[src/rtl/ili9488_pkg.sv]
// Shared types and constants for the ILI9488 display controllers (init, command, pixel paths).
package ili9488_pkg;

  typedef enum logic [1:0] {
    IDLE   = 2'd0,
    WINDOW = 2'd1,
    FILL   = 2'd2,
    HOLD   = 2'd3
  } state_t;

  localparam logic [15:0] COLOR_RED   = 16'hF800;
  localparam logic [15:0] COLOR_GREEN = 16'h07E0;
  localparam logic [15:0] COLOR_BLUE  = 16'h001F;
  localparam logic [15:0] COLOR_BLACK = 16'h0000;

  localparam int DEFAULT_H_RES = 320;
  localparam int DEFAULT_V_RES = 480;

  function automatic logic [15:0] palette(input logic [1:0] idx);
    case (idx)
      2'd0:    return COLOR_RED;
      2'd1:    return COLOR_GREEN;
      2'd2:    return COLOR_BLUE;
      default: return COLOR_BLACK;
    endcase
  endfunction

endpackage

[src/rtl/ili9488_frame_counter.sv]
// Raster x/y position counter; advances one pixel per i_advance and wraps at the frame end.
module ili9488_frame_counter
  import ili9488_pkg::*;
#(
  parameter int   H_RES = DEFAULT_H_RES,
  parameter int   V_RES = DEFAULT_V_RES,
  localparam int  X_W   = (H_RES > 1) ? $clog2(H_RES) : 1,
  localparam int  Y_W   = (V_RES > 1) ? $clog2(V_RES) : 1
) (
  input  logic           clk,
  input  logic           reset_done,
  input  logic           i_advance,
  output logic [X_W-1:0] o_x,
  output logic [Y_W-1:0] o_y,
  output logic           o_last_pixel
);

  localparam logic [X_W-1:0] X_LAST = X_W'(H_RES - 1);
  localparam logic [Y_W-1:0] Y_LAST = Y_W'(V_RES - 1);

  logic [X_W-1:0] r_x;
  logic [Y_W-1:0] r_y;
  logic           w_line_end;
  logic           w_frame_end;

  assign w_line_end  = (r_x == X_LAST);
  assign w_frame_end = w_line_end && (r_y == Y_LAST);

  // NOTE: sequential state uses non-blocking assignments so every register samples pre-edge values.
  always_ff @(posedge clk or posedge reset_done) begin
    if (reset_done) begin
      r_x <= '0;
      r_y <= '0;
    end else if (i_advance) begin
      if (w_line_end) begin
        r_x <= '0;
        r_y <= w_frame_end ? '0 : r_y + Y_W'(1);
      end else begin
        r_x <= r_x + X_W'(1);
      end
    end
  end

  assign o_x          = r_x;
  assign o_y          = r_y;
  assign o_last_pixel = w_frame_end;

endmodule

[src/rtl/ili9488_fill_sequencer.sv]
// Frame sequencer for the colour-fill demo: window command, one solid frame, hold, next colour.
module ili9488_fill_sequencer
  import ili9488_pkg::*;
#(
  parameter int H_RES       = DEFAULT_H_RES,
  parameter int V_RES       = DEFAULT_V_RES,
  parameter int HOLD_CYCLES = 50_000_000
) (
  input  logic        clk,
  input  logic        reset_done,
  input  logic        init_done,
  input  logic        enable,
  output logic        win_req,
  input  logic        win_ack,
  output logic        pix_valid,
  input  logic        pix_ready,
  output logic [15:0] pix_data,
  output logic [1:0]  color_idx,
  output logic        frame_done,
  output logic        busy
);

  localparam int X_W    = (H_RES > 1) ? $clog2(H_RES) : 1;
  localparam int Y_W    = (V_RES > 1) ? $clog2(V_RES) : 1;
  localparam int HOLD_W = $clog2(HOLD_CYCLES + 1);
  localparam logic [HOLD_W-1:0] HOLD_LOAD = HOLD_W'(HOLD_CYCLES - 1);

  state_t              r_state;
  state_t              w_next_state;
  logic                r_win_req;
  logic                r_pix_valid;
  logic [15:0]         r_pix_data;
  logic [1:0]          r_color_idx;
  logic                r_frame_done;
  logic                r_busy;
  logic [HOLD_W-1:0]   r_hold_cnt;

  logic                w_xfer;
  logic                w_last_pixel;
  logic                w_frame_end;
  logic                w_hold_exit;
  logic [1:0]          w_color_next;
  logic [X_W-1:0]      w_x;
  logic [Y_W-1:0]      w_y;
  logic                w_unused_xy;

  assign w_xfer       = r_pix_valid & pix_ready;
  assign w_frame_end  = w_xfer & w_last_pixel;
  assign w_hold_exit  = (r_state == HOLD) && (r_hold_cnt == '0);
  assign w_color_next = r_color_idx + 2'd1;

  ili9488_frame_counter #(
    .H_RES(H_RES),
    .V_RES(V_RES)
  ) u_frame_counter (
    .clk          (clk),
    .reset_done   (reset_done),
    .i_advance    (w_xfer),
    .o_x          (w_x),
    .o_y          (w_y),
    .o_last_pixel (w_last_pixel)
  );

  // Raster position matters only to pattern writers; a solid fill needs just the frame end.
  assign w_unused_xy = ^{w_x, w_y};

  always_ff @(posedge clk or posedge reset_done) begin
    if (reset_done) r_state <= IDLE;
    else            r_state <= w_next_state;
  end

  // NOTE: default assignment first so no path through the case leaves w_next_state unassigned (no latch).
  always_comb begin
    w_next_state = r_state;
    unique case (r_state)
      IDLE:   if (init_done && enable) w_next_state = WINDOW;
      WINDOW: if (win_ack)             w_next_state = FILL;
      FILL:   if (w_frame_end)         w_next_state = HOLD;
      HOLD:   if (w_hold_exit)         w_next_state = enable ? WINDOW : IDLE;
    endcase
  end

  // Outputs are registered from the next state so they line up with the state they describe.
  always_ff @(posedge clk or posedge reset_done) begin
    if (reset_done) begin
      r_win_req    <= 1'b0;
      r_pix_valid  <= 1'b0;
      r_busy       <= 1'b0;
      r_frame_done <= 1'b0;
      r_color_idx  <= 2'd0;
      r_pix_data   <= COLOR_RED;
      r_hold_cnt   <= '0;
    end else begin
      r_win_req    <= (w_next_state == WINDOW);
      r_pix_valid  <= (w_next_state == FILL);
      r_busy       <= (w_next_state != IDLE);
      r_frame_done <= w_frame_end;
      if (w_hold_exit) begin
        r_color_idx <= w_color_next;
        r_pix_data  <= palette(w_color_next);
      end
      if (w_frame_end)
        r_hold_cnt <= HOLD_LOAD;
      else if ((r_state == HOLD) && (r_hold_cnt != '0))
        r_hold_cnt <= r_hold_cnt - HOLD_W'(1);
    end
  end

  assign win_req    = r_win_req;
  assign pix_valid  = r_pix_valid;
  assign pix_data   = r_pix_data;
  assign color_idx  = r_color_idx;
  assign frame_done = r_frame_done;
  assign busy       = r_busy;

endmodule

[config.mk]
export PLATFORM = sky130hd
export DESIGN_NAME = ili9488_fill_sequencer
export DESIGN_NICKNAME = d
export VERILOG_FILES = /design/src/rtl/ili9488_pkg.sv /design/src/rtl/ili9488_frame_counter.sv /design/src/rtl/ili9488_fill_sequencer.sv
export SDC_FILE = /design/constraint.sdc
export NUM_CORES = 1
export LEC_CHECK = 0
export CORE_MARGIN = 2
export CORE_UTILIZATION = 45
export CTS_BUF_LIST = sky130_fd_sc_hd__clkbuf_8
export DETAILED_ROUTE_END_ITERATION = 8
export GPL_TIMING_DRIVEN = 1
export PLACE_DENSITY = 0.65
export SYNTH_ARGS = -nofsm -noshare
export SYNTH_HDL_FRONTEND = slang
export SYNTH_SLANG_ARGS = --single-unit
[constraint.sdc]
create_clock -name clk -period 3.71 [get_ports clk]
set_input_delay 1.113 -clock clk [delete_from_list [all_inputs] [get_ports clk]]
set_output_delay 1.113 -clock clk [all_outputs]
set_load 0.02 [all_outputs]
-- Word level (Yosys, flattened, before mapping)
Cells that the tools add are included.
- $add $sub $neg: 4
- equal/unequal tests: 9
- muxes and demuxes: 11
- bitwise logic cells: 2
- reductions and logical operators: 11
- operators with widths (cell ; number):
    $mux 26 ; 2
    $pmux 16 s3 ; 1
    $logic_not 26->1 ; 1
    $reduce_bool 26->1 ; 1
    $sub 26x1->26 const B ; 1
    $add 9x1->9 const B ; 2
    $eq 9x9->1 const B ; 2
    $mux 9 ; 2
    $eq 2x2->1 const B ; 4
    $mux 2 ; 4
    $pmux 2 s4 ; 1
    $eq 2x1->1 const B ; 3
    $logic_and 1x1->1 ; 4
    $logic_not 2->1 ; 2
    $reduce_bool 2->1 ; 2
    $add 2x1->2 const B ; 1
    $and 1x1->1 ; 2
    $reduce_and 2->1 ; 1
    $mux 1 ; 1
- register bits: 68
- input port bits: 6
- output and inout port bits: 22
- logic and storage cells: 47

-- Logic depth before layout (Yosys ltp)
Gate-level depths: netlist (run 1).
- word-level depth: 6
- mapped depth: 8
- gate-level depth less buffers: 7

-- Modules after synthesis
Synthesis (run 1) repeated with hierarchy kept, for this count alone.
- cell total of the unflattened synthesis: 311
- area, all modules: 3004.1 µm²
- modules (own cells, without submodules) (module ; times used ; cells each ; area an instance (µm²) ; seq. area each (µm²)):
    ili9488_fill_sequencer ; 1 ; 214 ; 2062.0 ; 927.1
    ili9488_frame_counter ; 1 ; 97 ; 942.2 ; 450.4

-- Least setup slack after synthesis (run 1)
Ideal clock, no wire load.
- kind: input-to-reg
- start: in pix_ready
- end: reg u_frame_counter.r_y[3] (netlist: u_frame_counter.o_y[3])
- setup time: 0.136 ns
- arrival: 2.145 ns
- required time: 3.574 ns
- slack: 1.429 ns
- stages: 6
- path buffers: 1
- cell sequence: nand2_1 nor3_1 clkbuf_1 nand4_1 xor2_1 nor2_1
- cells in the longest elaborated chain, start to end: 2
- RTL lines (what ; line ; text):
    start: declaration ; ili9488_fill_sequencer.sv:16 ; input logic pix_ready,
    $and 1x1->1 ; ili9488_fill_sequencer.sv:47 ; assign w_xfer = r_pix_valid & pix_ready;
    $reduce_and 2->1 (no line) ; - ;
    end signal: assignment ; ili9488_frame_counter.sv:37 ; r_y <= w_frame_end ? '0 : r_y + Y_W'(1);
    end: declaration ; ili9488_frame_counter.sv:22 ; logic [Y_W-1:0] r_y;
Every way passes these cells.
A chain may end at the register's enable or synchronous reset.

-- Worst setup path after layout (run 1)
- start: reg r_hold_cnt[12]
- end: reg r_hold_cnt[7]
- cells in the longest elaborated chain, start to end: 3
- RTL lines (what ; line ; text):
    start: declaration ; ili9488_fill_sequencer.sv:36 ; logic [HOLD_W-1:0] r_hold_cnt;
    start signal: assignment ; ili9488_fill_sequencer.sv:105 ; r_hold_cnt <= r_hold_cnt - HOLD_W'(1);
    $reduce_bool 26->1 ; ili9488_fill_sequencer.sv:104 ; else if ((r_state == HOLD) && (r_hold_cnt != '0))
    $logic_and 1x1->1 ; ili9488_fill_sequencer.sv:104 ;
    $reduce_bool 2->1 (no line) ; - ;
Every way passes these cells.

==> metrics, run 1 <==
cts bufs inserted=5; Critical Path End Type=flip-flop; WL met1=3160 um; clk slew on worst S/H paths=0.10 ns; post-synthesis mux area share=0.0219; crit-path max FO=9; synthesized area per cell=9.78 um^2; status=completed; Yosys top cell area share=0.447; Clock Sinks=55; Die Ht=86.0 um; Tcrit/Tclk final=0.723; fraction of layout cells with a size suffix above 1=0.0818; hold-fix buffer count after cts=0; relative slew slack=0.439; # IOs=28; first-pass GRT wire length=10,700 um; Top Metal Used=met4; # Max-Cap Violations=0; DRC=0; Synth Area in Simple Gates=0.281; starting DRC count in detailed routing=137; placeable core area=6420 um^2; # rows=29; type of origin of the critical path=flip-flop; synth-to-layout area growth=12.7%; initial core utilization=0.471; Post-DP HPWL=4420 um; most common flop cell mapped by yosys=dfrtp_1; PD cells=379 nW/um^2; Synth Area in Adders=0.0290; Ys Warns=0; clock buffer depth=2; Hold Vio Cnt, Final=0; area share of xor/xnor cells in the synthesized design=0.0724; Die ar.=7390 um^2; CTS H-tree depth=2; Final ANT Viol Nets=0; antenna violations before repair=0; routed vias=2,355; sequential area share after synthesis=0.456; max incr delay on CP=0.66 ns; Post-synth top cells=54 x dfrtp_1, 28 x nand2_1, 22 x nor2_1; P_leak=1.29 nW; Clock Tree Root=clkbuf_8; Fill cells=571; WL final=6210 um; Power Total=0.00129 W; post-layout min period=2.68 ns; Netlist cell types=48; CP top delay family=simple AND/OR/NAND/NOR gates; worst-path cell chain=nor4_2 -> nand3b_1 -> nor3_1 -> buf_4 -> or4_1 -> o21ai_0; vias in the first global route=2,307; Clock Skews=0.00898 ns; Worst Path Arrival=2.88 ns; Fmax=0.373 GHz; Final setup viols=0; GP Congestion=0.847; area of the multi-input gates=1480 um^2; FF-to-FF setup slack=1.03 ns; Reg area=1380 um^2; Syn Inst Count=309; flops & latches, synth=55; worst vdd ir=0.194 mV; Final Max Slew Viols=0; Ant. Diodes=0; vias per inst=5.79; largest net degree at the start of global routing=41; post-synthesis cell type with the largest combined area=dfrtp_1; largest family of logic cells by synthesized area=simple AND/OR/NAND/NOR gates; slowest cell on the critical path=nor3_1; Worst-Skew Late Latency=0.31 ns; Syn Nets=322; crit path buf inv count=1; DR WL/cell=15.3 um; synth top area cells=dfrtp_1 45%, xor2_1 4.3%, nand2_1 3.5%; Mapped Area=3020 um^2; CTS tree=yes; total gr overflow=0; worst-margin pin slew=0.841 ns; Worst EP required=3.91 ns; setup TNS=0 ns; PostCTS Resize Cnt=0; Post-synth ARST share=1.00; kind of critical path=reg -> reg; width of the die=86.0 um; RSZ-0062 raised after global routing=no; post-synthesis compound-gate area fraction=0.0857; nets=342; most numerous cell in the Yosys netlist=dfrtp_1; number of port buffers=27; GRT Total Usage=0.180; 1st-pass router iterations=4; Post-synth EDFFs=0; Setup Fix Bufs, Post-CTS=0; routed length on met3=196 um; met2 wire length=2780 um; worst min path class=reg -> reg
[report_power, final]
part	switching (W)	internal [W]	total [W]
clock network	0.000205	0.000153	0.000358
logic	0.000114	0.0000906	0.000205
registers	0.0000713	0.000656	0.000728
total	0.000390	0.000900	0.00129
[kinds of logic after synthesis]
kind of cell | after synthesis
mux | 5
buf+inv | 30
compound gates | 41
fa+ha+maj | 7
simple gates | 146
xor+xnor | 25
flops | 55
[routing by layer]
layer	global-route usage	vias to the layer above
li1	-	1154
met1	0.256	1157
met4	0.0491	0
met5	0	-
met3	0.0318	7
met2	0.285	37
[worst paths after layout]
path                                                 endpoint  depth (start not counted)                          startpoint
max reg2reg                         r_hold_cnt[7]$_DFFE_PP0P_                          6          r_hold_cnt[12]$_DFFE_PP0P_
min                        u_frame_counter.o_y[4]$_DFFE_PP0P_                          1  u_frame_counter.o_y[4]$_DFFE_PP0P_
max                                 r_hold_cnt[7]$_DFFE_PP0P_                          6          r_hold_cnt[12]$_DFFE_PP0P_
min reg2reg                u_frame_counter.o_y[4]$_DFFE_PP0P_                          1  u_frame_counter.o_y[4]$_DFFE_PP0P_
max in group asynchronous          r_hold_cnt[19]$_DFFE_PP0P_                          3                          reset_done
min in group asynchronous             pix_data[4]$_DFFE_PP0P_                          2                          reset_done
[worst reg2reg max path: cells and delay by family, from the launching register on]
family | cells | cell delay [ns]
AND/OR/NAND/NOR | 4 | 1.79
buffers and inverters | 1 | 0.27
AO/OA/AOI/OAI | 1 | 0.08
flip-flops | 1 | 0.43
[area by class of cell]
class,count,share of cell area
Clock buffer,6,0.0242
Clock inverter,2,0.00478
Sequential cell,55,0.404
Tap cell,77,0.0283
Multi-Input combinational cell,224,0.435
Timing Repair Buffer,33,0.0926
Inverter,10,0.0110
[placed cells by master, fill, tap and decap left out, drive strengths merged, types with 3 or more instances in the layout]
cell	count
xnor2	10
nand4	10
nor2	23
nand2b	4
a21oi	5
nand3b	3
and2	4
nand3	14
ha	7
dfrtp	54
mux2	4
clkbuf	6
nor4	11
o31ai	5
and3	3
xor2	15
nand4b	4
buf	6
o211ai	9
nor3	10
or2	5
inv	10
nor4b	3
or3	3
o21ai	14
or4	12
nand2	28
and4	3
clkdlybuf4s50	27
[flip-flops by register name, indices dropped and copies added (netlist names)]
name	flops
r_hold_cnt	26
r_state	2
frame_done	1
pix_data	3
busy	1
win_req	1
pix_valid	1
color_idx	2
u_frame_counter.o_x	9
u_frame_counter.o_y	9
[stage by stage]
step                cell area [um^2]  setup WS (ns)  hold WS [ns]   util  cells
global placement                3310          0.817         0.498  0.515    399
finish                          3410           1.03         0.511  0.530    407
CTS                             3410           1.05         0.517  0.530    407
global route                    3410          0.808         0.543  0.530    407
floorplan                       3020           1.26         0.460      -    309
detailed placement              3310          0.718         0.502  0.515    399
(Power assumes the default switching activity.)
==> inputs of run 2 (changes only) <==
--- a/config.mk
+++ b/config.mk
@@ -10,7 +10,7 @@
 export CTS_BUF_LIST = sky130_fd_sc_hd__clkbuf_8
 export DETAILED_ROUTE_END_ITERATION = 8
 export GPL_TIMING_DRIVEN = 1
-export PLACE_DENSITY = 0.65
+export PLACE_DENSITY = 0.68
 export SYNTH_ARGS = -nofsm -noshare
 export SYNTH_HDL_FRONTEND = slang
 export SYNTH_SLANG_ARGS = --single-unit
==> constraint.sdc (replaced) <==
create_clock -name clk -period 2.2 [get_ports clk]
set_input_delay 0.66 -clock clk [delete_from_list [all_inputs] [get_ports clk]]
set_output_delay 0.66 -clock clk [all_outputs]
set_load 0.02 [all_outputs]
==> run 2 against run 1 <==
  * Utilization rose by 4.0 points
  * Largest power group unchanged
  * Setup slack got worse by 0.93 ns
  * First-iteration DRC count grew 26%
  * Die area did not move
  * Power grew 73%
  * Final area rose by 7.6%
  * Critical endpoint is now r_hold_cnt[9]$_DFFE_PP0P_
  * Flip-flop and latch count stayed put
  * Via count rose by 5.8%
  * Global-route usage up 1.3 points
  * Routed wire length grew 8.3%
  * Clock skew increased by 0.0019 ns
  * Combinational power is 110% higher
==> metrics, run 2 (synthesis gave the netlist of run 1 again) <==
status=completed; Post-DP HPWL=4830 um (+9.2%); Largest Register=r_hold_cnt; type of origin of the critical path=flip-flop; R2R cell count=5 (-1); vias per inst=5.70 (-1.5%); Die Ht=86.0 um (unchanged); crit-path max FO=7 (-2); first-pass GRT wire length=11,400 um (+6.1%); utilization of the core after routing=0.570 (+0.0401); crit path capture=r_hold_cnt[9]$_DFFE_PP0P_; commonest non-fill, non-tap cell in the layout=dfrtp_1; worst min path class=reg -> reg; worst-path cell chain=or4_4 -> or2_4 -> or3_1 -> or4_1 -> nand2_1; Final Max Slew Viols=0 (unchanged); kind of critical path=reg -> reg; synth-to-layout area growth=21.2%; width of the die=86.0 um (unchanged); GP Congestion=0.846 (about the same); Final setup viols=0 (unchanged); RR Endpoint=r_hold_cnt[9]$_DFFE_PP0P_; GRT Total Usage=0.193 (+0.0127); commonest non-fill, non-tap cells in the layout=54 x dfrtp_1, 36 x buf_4, 28 x nand2_1; Critical Path End Type=flip-flop; # IOs=28 (unchanged); placeable core area=6420 um^2 (unchanged); worst vdd ir=0.273 mV (+41%); r2r startpoint=r_hold_cnt[0]$_DFFE_PP0P_; total gr overflow=0 (unchanged); worst-margin pin slew=0.421 ns (-0.420 ns); Power Total=0.00223 W (+73%); starting DRC count in detailed routing=172 (+26%); crit path buf inv count=0 (-1); PD cells=608 nW/um^2 (+60%); # Max-Cap Violations=0 (unchanged); setup TNS=0 ns (unchanged); clk slew on worst S/H paths=0.11 ns (about the same); Final ANT Viol Nets=0 (unchanged); Die ar.=7390 um^2 (unchanged); post-layout min period=2.10 ns (-0.580 ns); # rows=29 (unchanged); vias in the first global route=2,407 (+4.3%); DRC=0 (unchanged); Ant. Diodes=0 (unchanged); slowest cell on the critical path=or4_4; largest net degree at the start of global routing=33 (-20%); routed vias=2,491 (+5.8%); Layout Cells excl Fill=437 (+7.4%); fraction of layout cells with a size suffix above 1=0.172 (+0.0904); Worst-Skew Late Latency=0.33 ns (+0.02 ns); CP top delay family=simple AND/OR/NAND/NOR gates; Worst Path Arrival=2.38 ns (-0.50 ns); cts bufs inserted=5 (unchanged); max FFs per register=26 (unchanged); Placed Cells=429 (+7.5%); initial core utilization=0.471 (unchanged); max incr delay on CP=0.55 ns (-0.11 ns); relative slew slack=0.715 (+0.277); WL final=6730 um (+8.3%); Worst EP required=2.48 ns (-1.43 ns); Clock Tree Root=clkbuf_8; FF-to-FF setup slack=0.1 ns (-0.93 ns); number of port buffers=27 (unchanged); 1st-pass router iterations=4 (unchanged); Critical Path Stages=5 (-1); Critical Path Source=r_hold_cnt[0]$_DFFE_PP0P_; clock buffer depth=2 (unchanged); P_leak=1.53 nW (+19%); Tcrit/Tclk final=0.956 (+0.233); nets=372 (+8.8%); Fmax=0.476 GHz (+28%); DR WL/cell=15.4 um (+0.89%); Clock Skews=0.0109 ns (+0.00192 ns); CTS tree=yes; antenna violations before repair=0 (unchanged); Hold Vio Cnt, Final=0 (unchanged); Fill cells=595 (+4.2%); CTS H-tree depth=2 (unchanged); Clock Sinks=55 (unchanged)
==> run 2: cell count changes in the layout (fill, tap and decap cells not counted), sizes merged <==
cell / delta
buf: +30
clkbuf: -1
clkdlybuf4s50: -5
dlymetal6s2s: +5
inv: +1
==> run 2: layout make-up <==
type / instances / area (um^2) / share of cell area
multi-input combinational: 224 / 1500 / 0.410
sequential: 55 / 1380 / 0.376
timing repair buffer: 63 / 553 / 0.151
tap: 77 / 96.3 / 0.0263
clock buffer: 5 / 68.8 / 0.0188
inverter: 10 / 37.5 / 0.0102
clock inverter: 3 / 27.5 / 0.00751
==> run 2: worst min-delay path by stage <==
stage	end	cells past startpoint	slack, ns	start
after floorplan	u_frame_counter.o_y[4]$_DFFE_PP0P_	1	0.46	u_frame_counter.o_y[4]$_DFFE_PP0P_
after global placement	u_frame_counter.o_x[1]$_DFFE_PP0P_	2	0.49	u_frame_counter.o_x[1]$_DFFE_PP0P_
after detailed placement	u_frame_counter.o_y[4]$_DFFE_PP0P_	1	0.50	u_frame_counter.o_y[4]$_DFFE_PP0P_
after CTS	u_frame_counter.o_y[4]$_DFFE_PP0P_	1	0.52	u_frame_counter.o_y[4]$_DFFE_PP0P_
after global routing	u_frame_counter.o_y[4]$_DFFE_PP0P_	1	0.54	u_frame_counter.o_y[4]$_DFFE_PP0P_
final	u_frame_counter.o_y[4]$_DFFE_PP0P_	1	0.52	u_frame_counter.o_y[4]$_DFFE_PP0P_
==> run 2: worst reg2reg max path, stage by stage, from the launching register on <==
cell and delay (ns):
dfrtp_1 0.42, or4_4 0.56, or2_4 0.29, or3_1 0.32, or4_1 0.39, nand2_1 0.08
==> run 2: timing repair <==
| item | in CTS | in global routing |
|---|---|---|
| hold endpoints to repair | 0 | 0 |
| hold buffers | 0 | 0 |
| buffers inserted | 0 | 0 |
| setup endpoints to repair | 5 | 15 |
| pin swaps | 0 | 0 |
| resized for setup | 2 | 9 |
==> run 2: power breakdown <==
part / total (W) / switching (W) / internal (W)
Combinational: 0.000428 / 0.000227 / 0.000202
Sequential: 0.00120 / 0.0000946 / 0.00111
Clock: 0.000598 / 0.000363 / 0.000234
Total: 0.00223 / 0.000685 / 0.00154
==> run 2: layer usage <==
metal | track usage | part of all wire
met5 | 0 | 0
met1 | 0.265 | 0.47
met2 | 0.309 | 0.47
met4 | 0.0606 | 0.015
met3 | 0.0375 | 0.045
==> run 2: through the flow <==
stage | hold WS [ns] | setup WS (ns) | area (um^2)
4_1_cts | 0.518 | 0.00196 | 3630
3_3_place_gp | 0.494 | -0.111 | 3530
3_5_place_dp | 0.496 | -0.187 | 3530
6_report | 0.518 | 0.0979 | 3660
5_1_grt | 0.541 | -0.0321 | 3660
2_1_floorplan | 0.460 | 0.0379 | 3020
